<file path="src/rtl/ws2812b_pkg.sv">
// Shared state encoding, pixel width and default timing for the WS2812B frame sequencer.
package ws2812b_pkg;

  typedef enum logic [1:0] {
    IDLE,
    FETCH,
    SEND,
    LATCH
  } state_e;

  localparam int unsigned GRB_WIDTH                     = 24;
  localparam int unsigned BIT_CNT_W                     = $clog2(GRB_WIDTH);
  localparam int unsigned DEFAULT_BIT_PERIOD_CLK_COUNTS = 62;
  localparam int unsigned DEFAULT_LATCH_CLK_COUNTS      = 2600;

endpackage

</file>
<file path="src/rtl/ws2812b_period_timer.sv">
// Loadable down counter with terminal-count flag; times both bit periods and the latch gap.
module ws2812b_period_timer #(
  parameter int unsigned WIDTH = 8
) (
  input  logic             clk,
  input  logic             rst,
  input  logic             load_i,
  input  logic [WIDTH-1:0] load_val_i,
  input  logic             en_i,
  output logic [WIDTH-1:0] count_o,
  output logic             tc_o
);

  logic [WIDTH-1:0] count_q, count_d;

  always_comb begin
    count_d = count_q;
    if (load_i) begin
      count_d = load_val_i;
    end else if (en_i && (count_q != '0)) begin
      count_d = count_q - WIDTH'(1);
    end
  end

  always_ff @(posedge clk or posedge rst) begin
    if (rst) begin
      count_q <= '0;
    end else begin
      count_q <= count_d;
    end
  end

  assign count_o = count_q;
  assign tc_o    = (count_q == '0);

endmodule

</file>
<file path="src/rtl/ws2812b_frame_sequencer.sv">
// Streams LED_COUNT GRB pixels MSB-first to a WS2812B bit encoder, then holds the line low to latch.
module ws2812b_frame_sequencer
  import ws2812b_pkg::*;
#(
  parameter int unsigned LED_COUNT             = 8,
  parameter int unsigned BIT_PERIOD_CLK_COUNTS = DEFAULT_BIT_PERIOD_CLK_COUNTS,
  parameter int unsigned LATCH_CLK_COUNTS      = DEFAULT_LATCH_CLK_COUNTS,
  localparam int unsigned AW = (LED_COUNT > 1) ? $clog2(LED_COUNT) : 1
) (
  input  logic                 clk,
  input  logic                 rst,
  input  logic                 start,
  output logic [AW-1:0]        led_addr,
  input  logic [GRB_WIDTH-1:0] led_color,
  output logic                 trigger,
  output logic                 bit_to_code,
  output logic                 busy,
  output logic                 done
);

  localparam int unsigned TMAX = (BIT_PERIOD_CLK_COUNTS > LATCH_CLK_COUNTS) ?
                                 BIT_PERIOD_CLK_COUNTS : LATCH_CLK_COUNTS;
  localparam int unsigned TW   = (TMAX > 1) ? $clog2(TMAX) : 1;

  localparam logic [TW-1:0]        BIT_RELOAD   = TW'(BIT_PERIOD_CLK_COUNTS - 1);
  localparam logic [TW-1:0]        LATCH_RELOAD = TW'(LATCH_CLK_COUNTS - 1);
  localparam logic [AW-1:0]        LAST_LED     = AW'(LED_COUNT - 1);
  localparam logic [BIT_CNT_W-1:0] LAST_BIT     = BIT_CNT_W'(GRB_WIDTH - 1);

  state_e                 state_q, state_d;
  logic [GRB_WIDTH-1:0]   shreg_q, shreg_d;
  logic [AW-1:0]          led_cnt_q, led_cnt_d;
  logic [BIT_CNT_W-1:0]   bit_cnt_q, bit_cnt_d;

  logic                   tmr_load, tmr_en, tmr_tc;
  logic [TW-1:0]          tmr_load_val, tmr_count;

  ws2812b_period_timer #(
    .WIDTH(TW)
  ) u_timer (
    .clk       (clk),
    .rst       (rst),
    .load_i    (tmr_load),
    .load_val_i(tmr_load_val),
    .en_i      (tmr_en),
    .count_o   (tmr_count),
    .tc_o      (tmr_tc)
  );

  always_comb begin
    state_d      = state_q;
    shreg_d      = shreg_q;
    led_cnt_d    = led_cnt_q;
    bit_cnt_d    = bit_cnt_q;
    tmr_load     = 1'b0;
    tmr_load_val = BIT_RELOAD;
    tmr_en       = 1'b0;

    case (state_q)
      IDLE: begin
        if (start) begin
          state_d = FETCH;
        end
      end
      FETCH: begin
        state_d   = SEND;
        shreg_d   = led_color;
        led_cnt_d = '0;
        bit_cnt_d = '0;
        tmr_load  = 1'b1;
      end
      SEND: begin
        tmr_en = 1'b1;
        if (tmr_tc) begin
          tmr_load = 1'b1;
          if (bit_cnt_q != LAST_BIT) begin
            shreg_d   = {shreg_q[GRB_WIDTH-2:0], 1'b0};
            bit_cnt_d = bit_cnt_q + BIT_CNT_W'(1);
          end else if (led_cnt_q != LAST_LED) begin
            // led_addr has pointed at the next pixel for the whole LED, so led_color is already valid
            shreg_d   = led_color;
            led_cnt_d = led_cnt_q + AW'(1);
            bit_cnt_d = '0;
          end else begin
            state_d      = LATCH;
            tmr_load_val = LATCH_RELOAD;
            shreg_d      = '0;
            led_cnt_d    = '0;
            bit_cnt_d    = '0;
          end
        end
      end
      LATCH: begin
        tmr_en = 1'b1;
        if (tmr_tc) begin
          state_d = IDLE;
        end
      end
      default: state_d = IDLE;
    endcase
  end

  always_ff @(posedge clk or posedge rst) begin
    if (rst) begin
      state_q   <= IDLE;
      shreg_q   <= '0;
      led_cnt_q <= '0;
      bit_cnt_q <= '0;
    end else begin
      state_q   <= state_d;
      shreg_q   <= shreg_d;
      led_cnt_q <= led_cnt_d;
      bit_cnt_q <= bit_cnt_d;
    end
  end

  // The timer reloads to BIT_RELOAD on each bit start, so that value is period position 0.
  assign trigger     = (state_q == SEND) && (tmr_count == BIT_RELOAD);
  assign bit_to_code = (state_q == SEND) && shreg_q[GRB_WIDTH-1];
  assign busy        = (state_q != IDLE);
  assign done        = (state_q == LATCH) && tmr_tc;
  assign led_addr    = (state_q != SEND)       ? '0 :
                       (led_cnt_q == LAST_LED) ? led_cnt_q :
                                                 led_cnt_q + AW'(1);

endmodule

</file>
<file path="config.mk">
export PLATFORM = sky130hd
export DESIGN_NAME = ws2812b_frame_sequencer
export DESIGN_NICKNAME = d
export VERILOG_FILES = /design/src/rtl/ws2812b_pkg.sv /design/src/rtl/ws2812b_period_timer.sv /design/src/rtl/ws2812b_frame_sequencer.sv
export SDC_FILE = /design/constraint.sdc
export NUM_CORES = 1
export LEC_CHECK = 0
export ABC_AREA = 1
export CAP_MARGIN = 20
export CORE_UTILIZATION = 25
export DETAILED_ROUTE_END_ITERATION = 10
export PLACE_DENSITY = 0.49
export SKIP_CTS_REPAIR_TIMING = 1
export SLEW_MARGIN = 20
export SYNTH_ARGS = -nofsm -noshare
export SYNTH_HDL_FRONTEND = slang
export SYNTH_HIERARCHICAL = 1
export SYNTH_SLANG_ARGS = --single-unit
export TNS_END_PERCENT = 20
</file>
<file path="constraint.sdc">
create_clock -name clk -period 2.6 [get_ports clk]
set_input_delay 0.52 -clock clk [delete_from_list [all_inputs] [get_ports clk]]
set_output_delay 0.52 -clock clk [all_outputs]
set_load 0.01 [all_outputs]
</file>
==> results.py, run 1 <==
metrics = {
    "outcome": {
        "status": "finished clean",
    },
    "route": {
        "drt_iter0_drc": 99,
        "routedWlPerCell_um": 11.9,
        "wirelength_um": 7060,
        "vias": 2657,
        "antenna_left": 0,
        "viasPerCell": 4.47,
        "drc": 0,
        "first_pass_iters": 4,
    },
    "clock_tree": {
        "cts_made_buffers": 5,
        "cts_tree": "yes",
        "ctsRootBufferMaster": "clkbuf_16",
        "clk-insertion-delay-late_ps": 290,
        "clockBufferDepth": 2,
        "h-tree-depth": 2,
        "cts.sinks": 46,
        "clk_pin_slew_ps": 70,
    },
    "power_and_ir_drop": {
        "finalPower_uw": 4380,
        "p_leak_uw": 0.00181,
        "ir_worst_vdd_v": 0.000648,
        "power.density_nw_per_um2": 1220,
    },
    "sta": {
        "slew_headroom_pct": 65.1,
        "fmax_mhz": 397,
        "skew_ps": 4.62,
        "min_period_over_period_pct": 96.8,
        "rsz0062_at_grt": "yes",
        "fin_crit_ps": 2520,
        "max_slew.worst_pin.slew_ps": 523,
        "finalHoldViolations": 0,
        "final-setup-viol-count": 0,
        "finalMaxSlewViolations": 0,
    },
    "synth": {
        "synthCells": 411,
        "synth.distinct_cells": 27,
        "synth-main-ff-cell": "dfrtp_1",
        "synth-edff-count": 0,
        "synth_top_area_cell": "dfrtp_1",
        "syn_area_sq_um": 2940,
        "synth_seq_cells": 46,
        "yosys_warnings": 6,
        "syn_avg_cell_area_sq_um": 7.16,
        "ys_seq_area_share_pct": 39.1,
        "synthArstFlopShare_pct": 100,
        "synth_area_leaders": "dfrtp_1, nand2_1, nand3_1",
        "synth_top_area_share_pct": 39.1,
        "netlist_top_cells_count": "nand2_1, nand3_1, inv_1, dfrtp_1, nor2_1",
        "synth.most_common_cell": "nand2_1",
    },
    "die": {
        "initial_core_util_pct": 25.7,
        "core_area_sq_um": 11500,
        "ios": 34,
        "die_h_um": 111,
        "die_x_um": 111,
        "dieArea_sq_um": 12200,
        "num_rows": 39,
    },
    "placed_design": {
        "hpwl_um": 4970,
        "portBuffers": 33,
        "gp_congestion": 0.790,
    },
    "grt": {
        "grt_pass1_wl_um": 12000,
        "overflow": 0,
        "grt_max_degree": 35,
        "grt_usage_pct": 11.9,
        "grt_pass1_vias": 2490,
        "antenna_found_initial": 0,
    },
    "job": {
        "max_cap_violations": 0,
    },
    "hold_path": {
        "hp-start": "shreg_q[0]$_DFFE_PP0P_",
        "hold_class": "flip-flop to flip-flop",
    },
    "setup_path": {
        "critPathRequiredTime_ps": 2080,
        "end_kind": "output port",
        "worstSetupStartpointType": "flip-flop",
        "r2r_start": "u_timer/count_o[0]$_DFFE_PP0P_",
        "cp_max_fo": 4,
        "crit_arrival_ps": 2000,
        "crit_start": "u_timer/count_o[0]$_DFFE_PP0P_",
        "critical_path_class": "flip-flop to output port",
    },
    "layout": {
        "area_growth_pct": 22.5,
        "nets": 490,
        "drive_above_1_share_pct": 9.73,
        "fin_util_pct": 31.4,
        "antennaDiodeCount": 0,
    },
}
[path summary, 6_finish.rpt]
check                                                 endpoint  cells past startpoint  slack (ps)
max in group asynchronous             bit_cnt_q[0]$_DFFE_PP0P_                      3        1540
worst max-delay path                                      done                      7          80
worst min register to register          shreg_q[0]$_DFFE_PP0P_                      2         500
min in group asynchronous       u_timer/count_o[4]$_DFFE_PP0P_                      2         660
worst min-delay path                    shreg_q[0]$_DFFE_PP0P_                      2         500
worst max register to register  u_timer/count_o[3]$_DFFE_PP0P_                     12         490
[cells in the final DEF (no fill, tap or decap), drive strengths merged]
| cell | count |
|---|---|
| nand3b | 1 |
| a21oi | 24 |
| nor3 | 2 |
| ha | 12 |
| nand4 | 7 |
| dfrtp | 46 |
| nand3 | 69 |
| clkdlybuf4s50 | 32 |
| conb | 7 |
| o21ai | 17 |
| clkbuf | 6 |
| inv | 55 |
| dlymetal6s2s | 1 |
| xnor2 | 1 |
| nand2 | 108 |
| clkinv | 3 |
| nor4b | 1 |
| buf | 11 |
| a22o | 1 |
| nor2 | 45 |
| xor2 | 3 |
[worst max-delay path, cell delays in order (launching register included)]
cell             delay (ps)
dfrtp_1                 390
inv_1                   130
ha_1                    190
nand3_1                 120
nor3_4                  170
nand2_1                 120
inv_1                    70
clkdlybuf4s50_1         530
[layer usage]
layer	track usage (%)	share of wire (%)
met5	0	0
met4	3.47	0.92
met3	1.98	3.3
met2	19.3	47
met1	16.3	49
[per-stage QoR]
stage,instances,worst slack (ps),TNS (ps),area (sq um),hold slack [ps]
6_report,595,83.6,0,3610,499
3_3_place_gp,587,298,0,3450,469
3_5_place_dp,587,258,0,3450,480
4_1_cts,595,-64.3,-128,3590,497
2_1_floorplan,416,359,0,2960,385
5_1_grt,595,-69.5,-103,3610,542
[flip-flops by register name (all words and copies together) (netlist names)]
signal,cells
shreg_q,24
u_timer/count_o,12
bit_cnt_q,5
led_cnt_q,3
state_q,2
[cell families (layout without fill, tap and decap cells)]
logic type | count (synthesis) | count (layout) | synth area share [%]
flops | 46 | 46 | 39.1
simple gates | 233 | 233 | 35.4
compound gates | 42 | 42 | 8.16
other cells | 2 | 7 | 0.255
buf+inv | 72 | 108 | 10.8
xor+xnor | 4 | 4 | 1.19
fa+ha+maj | 12 | 12 | 5.10
[power breakdown]
group          internal [uW]  leakage (uW)  total [uW]  switching [uW]
sequential              1040      0.000560        1280             238
clock                    357     0.0000708         640             283
combinational            915       0.00118        2470            1550
total                   2310       0.00181        4380            2070
[cell type report]
cell class	instances	area, sq um
Sequential cell	46	1150
Timing Repair Buffer	44	415
Tap cell	143	179
Inverter	56	210
Fill cell	1238	7860
Clock buffer	6	129
Clock inverter	2	13.8
Multi-Input combinational cell	298	1510
Note: power is estimated with default switching activity, not from simulation.
==> inputs of run 2 (changes only) <==
CTS_CLUSTER_DIAMETER = 150   (was unset)
RECOVER_POWER = 25   (was unset)
==> run 2 against run 1 <==
Compared with the run above: utilization barely moved; sequential cell count did not move; power barely moved; die area did not move; sequential share of layout area barely moved; final area barely moved; critical path depth did not move; worst hold slack did not move; sequential power barely moved; via count did not move; largest power group unchanged; clock skew barely moved.
==> results.py, run 2 (synthesis results as in run 1) <==
metrics = {
    "outcome": {
        "status": "finished clean",
    },
    "sta": {
        "fin_crit_ps": 2520,
        "final-setup-viol-count": 0,
        "rsz0062_at_grt": "yes",
        "min_period_over_period_pct": 96.8,
        "max_slew.worst_pin.slew_ps": 896,
        "finalSetupTns_ps": 0,
        "skew_ps": 4.62,
        "finalMaxSlewViolations": 0,
        "hold_slack_ps": 499,
        "finalHoldViolations": 0,
        "slew_headroom_pct": 40.3,
        "fmax_mhz": 397,
    },
    "layout": {
        "mostFrequentLayoutCell": "nand2_1",
        "final_cell_mix": "nand2_1, nand3_1, inv_1",
        "largest_reg_flops": 24,
        "multi_input_area_sq_um": 1510,
        "area_growth_pct": 22.4,
        "drive_above_1_share_pct": 9.73,
        "antennaDiodeCount": 0,
        "seq_area_sq_um": 1150,
        "nets": 490,
        "fill_cells": 1239,
        "instances_no_fill": 595,
        "regMostFlops": "shreg_q",
    },
    "setup_path": {
        "critPathRequiredTime_ps": 2080,
        "cp-endpoint": "done",
        "end_kind": "output port",
        "worstSetupStartpointType": "flip-flop",
        "reg2reg_slack_ps": 490,
        "crit_start": "u_timer/count_o[0]$_DFFE_PP0P_",
        "r2r_start": "u_timer/count_o[0]$_DFFE_PP0P_",
        "r2r-end": "u_timer/count_o[3]$_DFFE_PP0P_",
        "critical_path_class": "flip-flop to output port",
        "r2r_cells": 12,
        "crit_arrival_ps": 2000,
        "cp_max_fo": 4,
    },
    "power_and_ir_drop": {
        "p_leak_uw": 0.00181,
        "p_int_uw": 2310,
        "p_comb_share_pct": 56.2,
        "clkPwrFrac_pct": 14.6,
        "p_sw_uw": 2070,
        "swShare_pct": 47.2,
        "seqPwrFrac_pct": 29.2,
        "ir_worst_vdd_v": 0.000648,
        "power.density_nw_per_um2": 1220,
    },
    "clock_tree": {
        "ctsRootBufferMaster": "clkbuf_16",
        "h-tree-depth": 2,
        "cts.sinks": 46,
        "cts_made_buffers": 5,
        "clk-insertion-delay-late_ps": 290,
        "cts_tree": "yes",
        "clk_pin_slew_ps": 70,
        "clockBufferDepth": 2,
    },
    "grt": {
        "grt_max_degree": 35,
        "grt_pass1_vias": 2490,
        "grt_pass1_wl_um": 12000,
        "overflow": 0,
        "grt_usage_pct": 11.9,
        "antenna_found_initial": 0,
    },
    "die": {
        "die_x_um": 111,
        "num_rows": 39,
        "core_area_sq_um": 11500,
        "dieArea_sq_um": 12200,
        "die_h_um": 111,
        "ios": 34,
        "initial_core_util_pct": 25.7,
    },
    "placed_design": {
        "hpwl_um": 4970,
        "dpl.cell_count": 587,
        "gp_congestion": 0.790,
        "portBuffers": 33,
    },
    "route": {
        "drc": 0,
        "first_pass_iters": 4,
        "antenna_left": 0,
        "drt_iter0_drc": 99,
        "vias": 2657,
        "routedWlPerCell_um": 11.9,
        "viasPerCell": 4.47,
        "wirelength_um": 7060,
    },
    "hold_path": {
        "hold_class": "flip-flop to flip-flop",
    },
    "job": {
        "max_cap_violations": 0,
    },
}
run 2: cell types whose count changed in the layout (fill, tap and decap cells not counted), sizes merged:
cell,before,now
clkbuf,6,7
dlygate4sd3,0,1
buf,11,10
clkdlybuf4s50,32,31
run 2: area by class of cell:
class                      instances  area share, %
multi-input combinational        298           41.8
sequential                        46           31.9
timing repair buffer              44           11.5
inverter                          56           5.83
tap                              143           4.97
clock buffer                       6           3.58
clock inverter                     2          0.382
run 2: through the flow:
step	total power, uW	area (sq um)	worst slack (ps)	util, %
2_1_floorplan	3240	2960	359	-
3_3_place_gp	3740	3450	298	30.1
3_5_place_dp	3770	3450	258	30.1
4_1_cts	4440	3590	-64.3	31.3
5_1_grt	4900	3600	-69.5	31.4
6_report	4380	3600	83.7	31.4
run 2: how the worst min path moves through the flow:
stage / from / to / slack, ps / depth (start not counted)
2_1_floorplan: rst / u_timer/count_o[0]$_DFFE_PP0P_ / 380 / 1
3_3_place_gp: shreg_q[0]$_DFFE_PP0P_ / shreg_q[0]$_DFFE_PP0P_ / 470 / 2
3_5_place_dp: shreg_q[0]$_DFFE_PP0P_ / shreg_q[0]$_DFFE_PP0P_ / 480 / 2
4_1_cts: shreg_q[0]$_DFFE_PP0P_ / shreg_q[0]$_DFFE_PP0P_ / 500 / 2
5_1_grt: shreg_q[17]$_DFFE_PP0P_ / shreg_q[17]$_DFFE_PP0P_ / 540 / 2
6_report: shreg_q[0]$_DFFE_PP0P_ / shreg_q[0]$_DFFE_PP0P_ / 500 / 2
run 2: metal layers:
| layer | share of wire, % | wire (um) | global-route usage [%] | vias up |
|---|---|---|---|---|
| met5 | 0 | 0 | 0 | - |
| met4 | 0.92 | 65 | 3.47 | 0 |
| met3 | 3.2 | 227 | 1.98 | 5 |
| met2 | 47 | 3310 | 19.3 | 44 |
| met1 | 49 | 3460 | 16.3 | 1235 |
| li1 | - | - | - | 1373 |
run 2: critical path, cell delays in order, from the launching register on:
cell and delay, ps:
dfrtp_1 390, inv_1 130, ha_1 190, nand3_1 120, nor3_4 170, nand2_1 120
inv_1 70, clkdlybuf4s50_1 530
run 2: power groups by stage:
stage / Clock, uW / Combinational, uW / Sequential, uW
6_report: 640 / 2460 / 1280
5_1_grt: 695 / 2890 / 1320
4_1_cts: 671 / 2490 / 1280
3_5_place_dp: 0 / 2480 / 1290
3_3_place_gp: 0 / 2460 / 1280
2_1_floorplan: 0 / 2020 / 1220
==> inputs of run 3 (changes only) <==
ABC_AREA = unset   (was 1)
SLEW_MARGIN = 25   (was 20)
==> run 3 against run 2 <==
Compared with the run above: sequential power hardly changed; global-route usage is 0.15 points lower; critical path depth is 1 lower; register-to-register slack worse by 190 ps; worst setup slack worse by 18 ps; utilization is 1.7 points higher; synthesized cell count is 34% lower; clock skew is 6.5 ps higher.
==> results.py, run 3 <==
metrics = {
    "grt": {
        "grt_pass1_vias": 2042,
        "grt_usage_pct": 11.8,
        "antenna_found_initial": 0,
        "grt_pass1_wl_um": 10300,
        "grt_max_degree": 35,
        "overflow": 0,
    },
    "placed_design": {
        "portBuffers": 33,
        "pre_cts_ws_ps": 284,
        "gp_congestion": 0.762,
        "hpwl_um": 4190,
        "placed_cell_area_sq_um": 3140,
        "dpl.cell_count": 444,
    },
    "setup_path": {
        "crit_start": "led_cnt_q[0]$_DFFE_PP0P_",
        "worstSetupStartpointType": "flip-flop",
        "crit_arrival_ps": 2010,
        "r2r-end": "u_timer/count_o[11]$_DFFE_PP0P_",
        "r2r_start": "state_q[0]$_DFFE_PP0P_",
        "r2r_cells": 7,
        "reg2reg_slack_ps": 300,
        "critical_path_class": "flip-flop to output port",
        "cp_max_fo": 6,
        "end_kind": "output port",
        "critPathRequiredTime_ps": 2080,
    },
    "clock_tree": {
        "ctsRootBufferMaster": "clkbuf_8",
        "h-tree-depth": 2,
        "cts.sinks": 46,
        "clk-insertion-delay-late_ps": 300,
        "clk_pin_slew_ps": 100,
        "clockBufferDepth": 2,
        "cts_made_buffers": 5,
        "cts_tree": "yes",
    },
    "power_and_ir_drop": {
        "seqPwrFrac_pct": 34.5,
        "p_sw_uw": 1680,
        "p_leak_uw": 0.00136,
        "power.density_nw_per_um2": 1160,
        "clkPwrFrac_pct": 12.2,
        "swShare_pct": 44.5,
        "p_comb_share_pct": 53.3,
        "p_int_uw": 2100,
        "ir_worst_vdd_v": 0.000369,
    },
    "route": {
        "drt_iter0_drc": 119,
        "vias": 2078,
        "first_pass_iters": 4,
        "drc": 0,
        "routedWlPerCell_um": 13.3,
        "viasPerCell": 4.59,
        "wirelength_um": 6010,
        "antenna_left": 0,
    },
    "hold_path": {
        "min_path_cells": 2,
        "min_to": "shreg_q[0]$_DFFE_PP0P_",
        "hold_class": "flip-flop to flip-flop",
        "hp-start": "shreg_q[0]$_DFFE_PP0P_",
    },
    "sta": {
        "min_period_over_period_pct": 97.5,
        "final-setup-viol-count": 0,
        "max_slew.worst_pin.slew_ps": 854,
        "setup_slack_ps": 65.4,
        "hold_slack_ps": 496,
        "finalHoldViolations": 0,
        "rsz0062_at_grt": "yes",
        "skew_ps": 11.1,
        "fin_crit_ps": 2530,
        "fmax_mhz": 395,
        "finalMaxSlewViolations": 0,
        "slew_headroom_pct": 43.0,
    },
    "synth": {
        "ys_seq_area_share_pct": 44.7,
        "netlist_top_cells_count": "dfrtp_1, nor2_1, nand2_1, a221oi_1, inv_1",
        "yosys-mux-area-fraction_pct": 0.437,
        "synth-compound-area-share_pct": 19.6,
        "synth-main-ff-cell": "dfrtp_1",
        "syn_area_sq_um": 2580,
        "synth_top_area_cell": "dfrtp_1",
        "synthArstFlopShare_pct": 100,
        "synth-edff-count": 0,
        "synthCells": 271,
        "synth_area_leaders": "dfrtp_1, a221oi_1, nor2_1",
        "synth_top_family_by_area": "simple AND/OR/NAND/NOR gates",
        "synth_seq_cells": 46,
        "synth-xor-area-share_pct": 2.72,
        "synth.most_common_cell": "dfrtp_1",
        "synth.distinct_cells": 54,
        "yosys_warnings": 6,
        "syn_avg_cell_area_sq_um": 9.51,
        "synth_top_area_share_pct": 44.7,
        "synth_fa_ha_area_share_pct": 5.83,
        "synth-simple-area-share_pct": 21.7,
    },
    "layout": {
        "final_cell_mix": "dfrtp_1, nor2_1, clkdlybuf4s50_1",
        "area_growth_pct": 26.9,
        "fill_cells": 1011,
        "instances_no_fill": 453,
        "fin_area_sq_um": 3270,
        "mostFrequentLayoutCell": "dfrtp_1",
        "nets": 358,
        "drive_above_1_share_pct": 12.8,
        "antennaDiodeCount": 0,
        "largest_reg_flops": 24,
        "regMostFlops": "shreg_q",
    },
    "die": {
        "ios": 34,
        "die_h_um": 104,
        "num_rows": 36,
        "die_x_um": 104,
        "core_area_sq_um": 9860,
        "dieArea_sq_um": 10700,
        "initial_core_util_pct": 26.1,
    },
    "job": {
        "max_cap_violations": 0,
    },
    "outcome": {
        "status": "finished clean",
    },
}
## run 3: changes by cell type after synthesis, sizes merged, moves of 7 or more
cell	previous run	this run
a221oi	0	19
nand3	69	9
inv	55	16
a21oi	24	7
nand2	108	21
xnor2	1	8
## run 3: power by group through the flow
stage / Combinational [uW] / Sequential, uW / Clock (uW)
after floorplan: 1460 / 1250 / 0
after global placement: 1990 / 1310 / 0
after detailed placement: 2010 / 1310 / 0
after CTS: 2010 / 1300 / 489
after global routing: 2300 / 1350 / 510
final: 2020 / 1310 / 460
## run 3: worst max path at each step
| stage | endpoint | cells past startpoint |
|---|---|---|
| 2_1_floorplan | shreg_q[6]$_DFFE_PP0P_ | 11 |
| 3_3_place_gp | led_addr[0] | 6 |
| 3_5_place_dp | done | 7 |
| 4_1_cts | done | 7 |
| 5_1_grt | led_addr[0] | 6 |
| 6_report | led_addr[0] | 6 |
## run 3: metal layers
metal | vias to the layer above | GRT usage (%) | part of all wire [%]
met1 | 977 | 17.3 | 54
li1 | 1063 | - | -
met5 | - | 0 | 0
met2 | 33 | 17.5 | 43
met3 | 5 | 1.76 | 2.4
met4 | 0 | 3.73 | 1.3
## run 3: metrics by stage
step           setup TNS (ps)  total power, uW  utilization (%)
3_3_place_gp                0             3300             31.8
5_1_grt                 -69.9             4160             33.1
4_1_cts                  -111             3810             32.8
3_5_place_dp                0             3320             31.8
2_1_floorplan               0             2710                -
6_report                    0             3780             33.1
## run 3: area by class of cell
cell class	instances	area, sq um	area share [%]
sequential	46	1150	35.2
tap	133	166	5.09
inverter	16	60.1	1.84
timing repair buffer	49	453	13.9
clock buffer	5	68.8	2.11
multi-input combinational	201	1350	41.2
clock inverter	3	23.8	0.727
## run 3: kinds of logic after synthesis
logic type               Yosys count
AND/OR/NAND/NOR                  108
AO/OA/AOI/OAI                     65
flip-flops                        46
buffers and inverters             29
adder cells (fa/ha/maj)           12
XOR/XNOR                           8
other                              2
multiplexers                       1
## run 3: critical path, stage by stage (launching register included)
cell,delay [ps]
dfrtp_1,400
ha_1,240
ha_4,190
inv_1,50
ha_1,220
nor2_1,90
clkdlybuf4s50_1,530
